==> src/rtl/stats_pkg.sv <==
// Shared constants and FSM encoding for the statistics finalizer.
package stats_pkg;

  localparam int ACC_W     = 64;
  localparam int CNT_W     = 32;
  localparam int MEAN_W    = 16;
  localparam int VAR_W     = 32;
  localparam int STATS_LAT = 2 * ACC_W + 2;

  typedef enum logic [2:0] {
    IDLE,
    DIV_MEAN,
    DIV_MSQ,
    CALC,
    FIN
  } state_t;

endpackage

==> src/rtl/stats_finalize_seq_divider.sv <==
// Unsigned restoring divider, one quotient bit per cycle, MSB first.
module seq_divider #(
  parameter int DIVIDEND_W = 64,
  parameter int DIVISOR_W  = 32
) (
  input  logic                  clk,
  input  logic                  nreset,
  input  logic                  start,
  input  logic [DIVIDEND_W-1:0] dividend,
  input  logic [DIVISOR_W-1:0]  divisor,
  output logic [DIVIDEND_W-1:0] quotient,
  output logic [DIVISOR_W-1:0]  remainder,
  output logic                  done
);

  localparam int CW = $clog2(DIVIDEND_W + 1);

  logic                  busy;
  logic [CW-1:0]         cnt;
  logic [DIVIDEND_W-1:0] q_r, src_q, q_nxt;
  logic [DIVISOR_W-1:0]  rem_r, div_r, src_rem, src_div, rem_nxt;
  logic [DIVISOR_W:0]    trial, diff;
  logic                  accept, ge;

  assign accept = start && !busy;

  // The first step is folded into the launch edge so a full divide
  // takes exactly DIVIDEND_W edges including the one that accepts start.
  always_comb begin
    src_q   = accept ? dividend : q_r;
    src_rem = accept ? '0 : rem_r;
    src_div = accept ? divisor : div_r;
    trial   = {src_rem, src_q[DIVIDEND_W-1]};
    diff    = trial - {1'b0, src_div};
    ge      = (trial >= {1'b0, src_div});
    rem_nxt = ge ? diff[DIVISOR_W-1:0] : trial[DIVISOR_W-1:0];
    q_nxt   = {src_q[DIVIDEND_W-2:0], ge};
  end

  always_ff @(posedge clk or negedge nreset) begin
    if (!nreset) begin
      busy  <= 1'b0;
      cnt   <= '0;
      q_r   <= '0;
      rem_r <= '0;
      div_r <= '0;
      done  <= 1'b0;
    end else begin
      done <= 1'b0;
      if (accept) begin
        q_r   <= q_nxt;
        rem_r <= rem_nxt;
        div_r <= divisor;
        cnt   <= CW'(1);
        busy  <= 1'b1;
      end else if (busy) begin
        q_r   <= q_nxt;
        rem_r <= rem_nxt;
        cnt   <= cnt + 1'b1;
        if (cnt == CW'(DIVIDEND_W - 1)) begin
          busy <= 1'b0;
          done <= 1'b1;
        end
      end
    end
  end

  assign quotient  = q_r;
  assign remainder = rem_r;

endmodule

==> src/rtl/stats_finalize.sv <==
// Finalizes mean, mean-square and variance from accumulator totals using
// one shared serial divider.
module stats_finalize #(
  parameter int ACC_W  = stats_pkg::ACC_W,
  parameter int CNT_W  = stats_pkg::CNT_W,
  parameter int MEAN_W = stats_pkg::MEAN_W,
  parameter int VAR_W  = stats_pkg::VAR_W
) (
  input  logic              clk,
  input  logic              nreset,
  input  logic              start,
  input  logic [ACC_W-1:0]  sum_in,
  input  logic [ACC_W-1:0]  sum_square_in,
  input  logic [CNT_W-1:0]  count_in,
  output logic              busy,
  output logic              done,
  output logic [MEAN_W-1:0] mean_out,
  output logic [VAR_W-1:0]  msq_out,
  output logic [VAR_W-1:0]  var_out,
  output logic              err_div0,
  output logic              ovf
);
  import stats_pkg::*;

  state_t state, state_nxt;

  logic [ACC_W-1:0]    sumsq_q, q_mean, q_msq;
  logic [CNT_W-1:0]    count_q;
  logic                div_start, div_done;
  logic [ACC_W-1:0]    div_dividend, div_quotient;
  logic [CNT_W-1:0]    div_divisor;
  logic [MEAN_W-1:0]   mean_sat;
  logic [VAR_W-1:0]    msq_sat, var_calc;
  logic [2*MEAN_W-1:0] sq;
  logic                mean_clip, msq_clip, var_clip;

  always_ff @(posedge clk or negedge nreset) begin
    if (!nreset) state <= IDLE;
    else         state <= state_nxt;
  end

  always_comb begin
    state_nxt = state;
    case (state)
      IDLE:     if (start) state_nxt = (count_in == '0) ? FIN : DIV_MEAN;
      DIV_MEAN: if (div_done) state_nxt = DIV_MSQ;
      DIV_MSQ:  if (div_done) state_nxt = CALC;
      CALC:     state_nxt = FIN;
      FIN:      state_nxt = IDLE;
      default:  state_nxt = IDLE;
    endcase
  end

  // The mean divide takes its operands straight from the ports on the
  // accepting edge; the mean-square divide uses the latched copies.
  always_comb begin
    busy         = (state == DIV_MEAN) || (state == DIV_MSQ) || (state == CALC);
    done         = (state == FIN);
    div_start    = ((state == IDLE) && start && (count_in != '0)) ||
                   ((state == DIV_MEAN) && div_done);
    div_dividend = (state == IDLE) ? sum_in : sumsq_q;
    div_divisor  = (state == IDLE) ? count_in : count_q;
  end

  seq_divider #(
    .DIVIDEND_W(ACC_W),
    .DIVISOR_W (CNT_W)
  ) u_div (
    .clk      (clk),
    .nreset   (nreset),
    .start    (div_start),
    .dividend (div_dividend),
    .divisor  (div_divisor),
    .quotient (div_quotient),
    .remainder(),
    .done     (div_done)
  );

  always_comb begin
    mean_clip = |q_mean[ACC_W-1:MEAN_W];
    msq_clip  = |q_msq[ACC_W-1:VAR_W];
    mean_sat  = mean_clip ? '1 : q_mean[MEAN_W-1:0];
    msq_sat   = msq_clip ? '1 : q_msq[VAR_W-1:0];
    sq        = {{MEAN_W{1'b0}}, mean_sat} * {{MEAN_W{1'b0}}, mean_sat};
    var_clip  = (msq_sat < sq);
    var_calc  = var_clip ? '0 : (msq_sat - sq);
  end

  // Results land on the edge entering FIN so they are valid alongside done.
  always_ff @(posedge clk or negedge nreset) begin
    if (!nreset) begin
      sumsq_q  <= '0;
      count_q  <= '0;
      q_mean   <= '0;
      q_msq    <= '0;
      mean_out <= '0;
      msq_out  <= '0;
      var_out  <= '0;
      err_div0 <= 1'b0;
      ovf      <= 1'b0;
    end else begin
      if ((state == IDLE) && start) begin
        sumsq_q <= sum_square_in;
        count_q <= count_in;
        if (count_in == '0) begin
          mean_out <= '0;
          msq_out  <= '0;
          var_out  <= '0;
          err_div0 <= 1'b1;
          ovf      <= 1'b0;
        end
      end
      if ((state == DIV_MEAN) && div_done) q_mean <= div_quotient;
      if ((state == DIV_MSQ) && div_done)  q_msq  <= div_quotient;
      if (state == CALC) begin
        mean_out <= mean_sat;
        msq_out  <= msq_sat;
        var_out  <= var_calc;
        err_div0 <= 1'b0;
        ovf      <= mean_clip | msq_clip | var_clip;
      end
    end
  end

endmodule

==> config.mk <==
export PLATFORM = sky130hd
export DESIGN_NAME = stats_finalize
export DESIGN_NICKNAME = d
export VERILOG_FILES = /design/src/rtl/stats_pkg.sv /design/src/rtl/stats_finalize_seq_divider.sv /design/src/rtl/stats_finalize.sv
export SDC_FILE = /design/constraint.sdc
export NUM_CORES = 1
export LEC_CHECK = 0
export CORE_MARGIN = 2
export CORE_UTILIZATION = 64
export DETAILED_ROUTE_END_ITERATION = 10
export PLACE_DENSITY = 0.85
export SLEW_MARGIN = 10
export SYNTH_ARGS = -nofsm -noshare
export SYNTH_HDL_FRONTEND = slang
export SYNTH_SLANG_ARGS = --single-unit
export TNS_END_PERCENT = 5
==> constraint.sdc <==
create_clock -name clk -period 24.6 [get_ports clk]
set_input_delay 3.69 -clock clk [delete_from_list [all_inputs] [get_ports clk]]
set_output_delay 3.69 -clock clk [all_outputs]
set_load 0.05 [all_outputs]
==> reports/qor.csv, run 1 <==
metric,value,unit
maxCapViolations,0,
floorplan.die_area,46700,um2
worst_slew_pin_slew,1.08,ns
synth-seq-cells,446,
yosysTopAreaCell,dfrtp_1,
finalWirelength,76000,um
setup_tns,0,ns
track_usage,0.331,
setup.worst_path.start_class,flip-flop,
cts-root-buf,clkbuf_16,
synth.distinct_cells,71,
utilization,0.750,
synth-edff-count,0,
die_height,216,um
postSynthAreaPerCell,10.2,um2
yosysSeqAreaShare,0.388,
cpMaxStageDelayCell,or3_1,
setup_viol,0,
grt_pass1_wl,122000,um
cts-resized-gates,0,
syn_nets,3321,
critPathMaxFanout,32,
slew-limit-headroom,0.280,
crit_type,flip-flop to flip-flop,
wl_per_cell,20.8,um
async_flop_share,1.00,
cts_tree,yes,
cts.path.max_buffers,3,
cpPeakStageDelay,0.72,ns
critPathCaptureType,flip-flop,
path_common_cell,inv_1,
antenna_left,0,
top_level_ports,247,
drc_errors,0,
gp_congestion,0.969,
drt-vias-per-instance,6.13,
num_rows,77,
drtIter0Drc,1871,
hold_ws,0.483,ns
die_w,216,um
synth_most_common_cell,dfrtp_1,
hold_viol_final,0,
synthCells,2833,
grt_busiest_layer,met2,
finalNonFillerCells,3650,
status,"complete, no violations",
finalClockSkew,0.0127,ns
synthTopCellsByCount,"dfrtp_1 (446), inv_1 (299), nand2_1 (252), mux2_2 (226), nor2_1 (216)",
portBuffers,246,
cts_hold_buf,0,
numCtsBuffers,45,
min_period_over_period,0.444,
path_clk_slew,0.06,ns
coreArea,44300,um2
rsz0062_at_grt,false,
grt_max_degree,168,
synth.area.top_cells,"dfrtp_1 (39%), fa_1 (11%), mux2_2 (8.8%)",
arrival,11.44,ns
drt_first_pass_iters,8,
drive_above_1_share,0.120,
hold_path_depth,1,
cts_htree_levels,2,
hp-class,flip-flop to flip-flop,
grtUsageMet1,0.428,
grt_pass1_vias,23200,
netlist.area_leader.share,0.388,
maxSlewViolCount,0,
reg2reg_depth,38,
dp_hpwl,56000,um
fin_crit,10.91,ns
initial_core_util,0.649,
synth_ff_type,dfrtp_1,
post-cts-setup-buffers,0,
syn_area,28800,um2
cts.sinks,446,
timing.fmax,0.0916,GHz
fin_nets,3508,
cp.required,25.13,ns
vias,22400,
area_growth,15.5,%
overflow,0,
met3_usage,0.0548,
ys_warn_count,0,
clk_latency,0.61,ns
use_met2,0.550,
antenna_found_initial,1,
place_inst,3565,
[cell families (layout without fill, tap and decap cells)]
kind of cell | Yosys count | in the layout | share of synthesized area
adder cells (fa/ha/maj) | 325 | 325 | 0.183
multiplexers | 262 | 262 | 0.101
buffers and inverters | 442 | 666 | 0.0581
AO/OA/AOI/OAI | 554 | 554 | 0.131
flip-flops | 446 | 446 | 0.388
XOR/XNOR | 84 | 84 | 0.0256
other | 0 | 1 | 0
AND/OR/NAND/NOR | 720 | 720 | 0.113
[cells in the final DEF (no fill, tap or decap), types with 9 or more instances in the layout]
| cell | n |
|---|---|
| dfrtp_1 | 445 |
| inv_1 | 299 |
| nand2_1 | 251 |
| clkdlybuf4s50_1 | 245 |
| mux2_2 | 226 |
| nor2_1 | 215 |
| a21oi_1 | 178 |
| ha_1 | 164 |
| fa_1 | 161 |
| a21o_1 | 80 |
| o21ai_0 | 79 |
| a221o_1 | 64 |
| nand3_1 | 61 |
| xnor2_1 | 47 |
| clkbuf_16 | 45 |
| and2_1 | 37 |
| xor2_1 | 37 |
| mux2i_1 | 35 |
| a22o_1 | 31 |
| nor4_1 | 30 |
| buf_4 | 27 |
| nand4_1 | 20 |
| nand2b_1 | 19 |
| nor3_1 | 18 |
| o21ai_1 | 17 |
| or2_2 | 16 |
| o21a_1 | 15 |
| clkbuf_8 | 13 |
| and3_1 | 12 |
| or3_1 | 11 |
| clkinv_2 | 11 |
| nor2b_1 | 10 |
| clkinv_1 | 9 |
[worst paths after layout]
| check | from | to | slack [ns] |
|---|---|---|---|
| min in group asynchronous | nreset | count_q[9] | 3.21 |
| hold / removal | u_div.remainder[10] | u_div.remainder[10] | 0.48 |
| setup / recovery | q_mean[26] | var_out[29] | 13.69 |
| hold reg to reg | u_div.remainder[10] | u_div.remainder[10] | 0.48 |
| max in group asynchronous | nreset | u_div.quotient[19] | 18.94 |
| setup reg to reg | q_mean[26] | var_out[29] | 13.69 |
[per-stage QoR]
stage / cell area, um2 / setup slack (ns)
2_1_floorplan: 28800 / 15.30
3_3_place_gp: 31700 / 13.90
3_5_place_dp: 31700 / 13.46
4_1_cts: 33200 / 13.43
5_1_grt: 33200 / 12.94
6_report: 33200 / 13.69
[layout make-up]
type / count / area, um2
inverter: 308 / 1160
fill: 2939 / 11100
clock buffer: 66 / 1340
clock inverter: 18 / 150
timing repair buffer: 274 / 2690
multi-input combinational: 1945 / 16000
tap: 592 / 741
sequential: 446 / 11200
antenna: 1 / 2.50
[metal layers]
| layer | wire (um) | vias up | part of all wire |
|---|---|---|---|
| met5 | 0 | - | 0 |
| met4 | 3760 | 0 | 0.049 |
| met3 | 5180 | 227 | 0.068 |
| met2 | 37000 | 938 | 0.49 |
| met1 | 30100 | 11100 | 0.40 |
| li1 | - | 10100 | - |
[critical path: cells and delay by family (launching register included)]
family	cells	cell delay, ns
DFF	1	0.38
xor gates and xnor gates	1	0.09
AOI/OAI and AO/OA	9	1.80
buffers and inverters	8	0.85
adders and majority gates	8	3.76
and+or+nand+nor	12	3.90
[flip-flops by register name, summed over array words and instances, names as in the netlist]
| name | cells |
|---|---|
| var_out | 32 |
| state | 3 |
| u_div.done | 1 |
| ovf | 1 |
| count_q | 32 |
| u_div.cnt | 7 |
| u_div.quotient | 64 |
| mean_out | 16 |
| err_div0 | 1 |
| q_msq | 64 |
| msq_out | 32 |
| u_div.div_r | 32 |
| sumsq_q | 64 |
| q_mean | 64 |
| u_div.remainder | 32 |
| u_div.busy | 1 |
Power of run 1 is not shown: default switching activity piles up to over one toggle a cycle in this logic, so the estimate is an artifact.
==> run 2, diff against run 1 <==
- CORE_UTILIZATION: 64 -> 54
- PLACE_DENSITY: 0.85 -> 0.76
- clock period: 24.6 -> 9.75 ns (I/O delays scaled with it)
==> run 2 against run 1 <==
Effect of this change: fmax rose by 16%; via count fell by 1.3%; cell count rose by 3.7%; sequential share of layout area fell by 0.67 points; setup slack got worse by 13 ns; non-clock buffer count rose by 36; die area rose by 18%; register-to-register slack got worse by 13 ns; hold slack got worse by 0.020 ns; sequential cell count did not move; core utilization fell by 11 points; wire length fell by 0.32%; critical endpoint is now var_out[2]; largest cell class unchanged; highest routed layer unchanged.
==> reports/qor.csv, run 2 (synthesis gave the netlist of run 1 again) <==
metric,value,unit
status,"complete, no violations",
setup_viol,0,
slew-limit-headroom,0.219,
portBuffers,246,
drc_errors,0,
layout_common_cells,"dfrtp_1 (445), inv_1 (298), nand2_1 (251)",
grt_pass1_vias,22700,
cts.sinks,446,
hold_viol_final,0,
cpPeakStageDelay,0.57,ns
path_clk_slew,0.06,ns
timing.rr.start,q_mean[58],
cts_htree_levels,2,
wl_per_cell,20.0,um
drtIter0Drc,1789,
dpl-instance-area,32100,um2
arrival,9.86,ns
clk_latency,0.60,ns
floorplan.die_area,55100,um2
area_growth,17.8,%
crit_path_start,q_mean[58],
fin_nets,3547,
hold_ws,0.463,ns
die_w,235,um
critPathMaxFanout,21,
track_usage,0.276,
antenna_found_initial,0,
n_antenna_cell,0,
overflow,0,
path_common_cell,fa_1,
fin_crit,9.39,ns
top_level_ports,247,
coreArea,52700,um2
critPathCaptureType,flip-flop,
die_height,235,um
vias,22100,
dp_hpwl,57200,um
min_period_over_period,0.963,
finalWirelength,75800,um
drive_above_1_share,0.138,
setup.worst_path.start_class,flip-flop,
numCtsBuffers,48,
multiInputGateArea,16100,um2
grt_max_degree,156,
maxSlewViolCount,0,
gp_congestion,0.954,
ff_latch_area,11200,um2
cpMaxStageDelayCell,fa_1,
hp-class,flip-flop to flip-flop,
worst_slew_pin_slew,1.17,ns
stdcell_area,33900,um2
drt-vias-per-instance,5.83,
grt_pass1_wl,123000,um
drt_first_pass_iters,6,
final_common_cell,dfrtp_1,
n_fill_cell,4123,
cts_hold_buf,0,
antenna_left,0,
cts-root-buf,clkbuf_16,
cts.path.max_buffers,3,
worstHoldStart,u_div.cnt[6],
num_rows,84,
crit_type,flip-flop to flip-flop,
maxCapViolations,0,
initial_core_util,0.546,
cts_tree,yes,
finalClockSkew,0.0254,ns
cp.required,10.22,ns
timing.fmax,0.106,GHz
[run 2: changes by cell type in the layout (fill, tap and decap cells not counted), sizes merged]
cell / delta
buf: +36
clkinvlp: +9
clkinv: -5
clkbuf: -5
diode: -1
bufinv: +5
[run 2: path summary, 6_finish.rpt]
check	to	slack (ns)	cells after the start
worst min-delay path	u_div.done	0.46	1
worst max register to register	var_out[2]	0.36	35
worst min register to register	u_div.done	0.46	1
max in group asynchronous	var_out[18]	6.52	3
min in group asynchronous	count_q[10]	0.85	1
worst max-delay path	var_out[2]	0.36	35
[run 2: through the flow]
step | instances | TNS [ns] | setup slack [ns] | utilization
global route | 3785 | -0.752 | -0.0718 | 0.644
CTS | 3782 | 0 | 0.00272 | 0.642
finish | 3785 | 0 | 0.360 | 0.644
floorplan | 2833 | 0 | 0.452 | -
detailed placement | 3694 | -1.03 | -0.0773 | 0.610
global placement | 3694 | -2.09 | -0.116 | 0.610
[run 2: what timing repair did]
item,4_1_cts,5_1_grt
pin swaps,0,4
setup endpoints to repair,32,33
gates resized for setup,3,25
buffers inserted,0,3
[run 2: area by class of cell]
type	instances	share of cell area
Multi-Input combinational cell	1945	0.474
Sequential cell	446	0.329
Timing Repair Buffer	310	0.0885
Clock buffer	61	0.0383
Inverter	308	0.0343
Tap cell	688	0.0254
Clock inverter	27	0.0101
[run 2: critical path: cells and delay by family (launching register included)]
| family | cells | cell delay [ns] |
|---|---|---|
| xor+xnor | 1 | 0.25 |
| fa+ha+maj | 8 | 3.70 |
| compound gates | 12 | 2.22 |
| flops | 1 | 0.40 |
| buf+inv | 7 | 0.79 |
| simple gates | 7 | 1.89 |
[run 2: routing by layer]
layer | global-route usage | vias up | wire length (um)
met5 | 0 | - | 0
met4 | 0.0777 | 0 | 2150
met3 | 0.0428 | 146 | 4550
met2 | 0.453 | 689 | 35800
met1 | 0.384 | 11100 | 33300
li1 | - | 10200 | -
Power of run 2 is left out for the same reason.
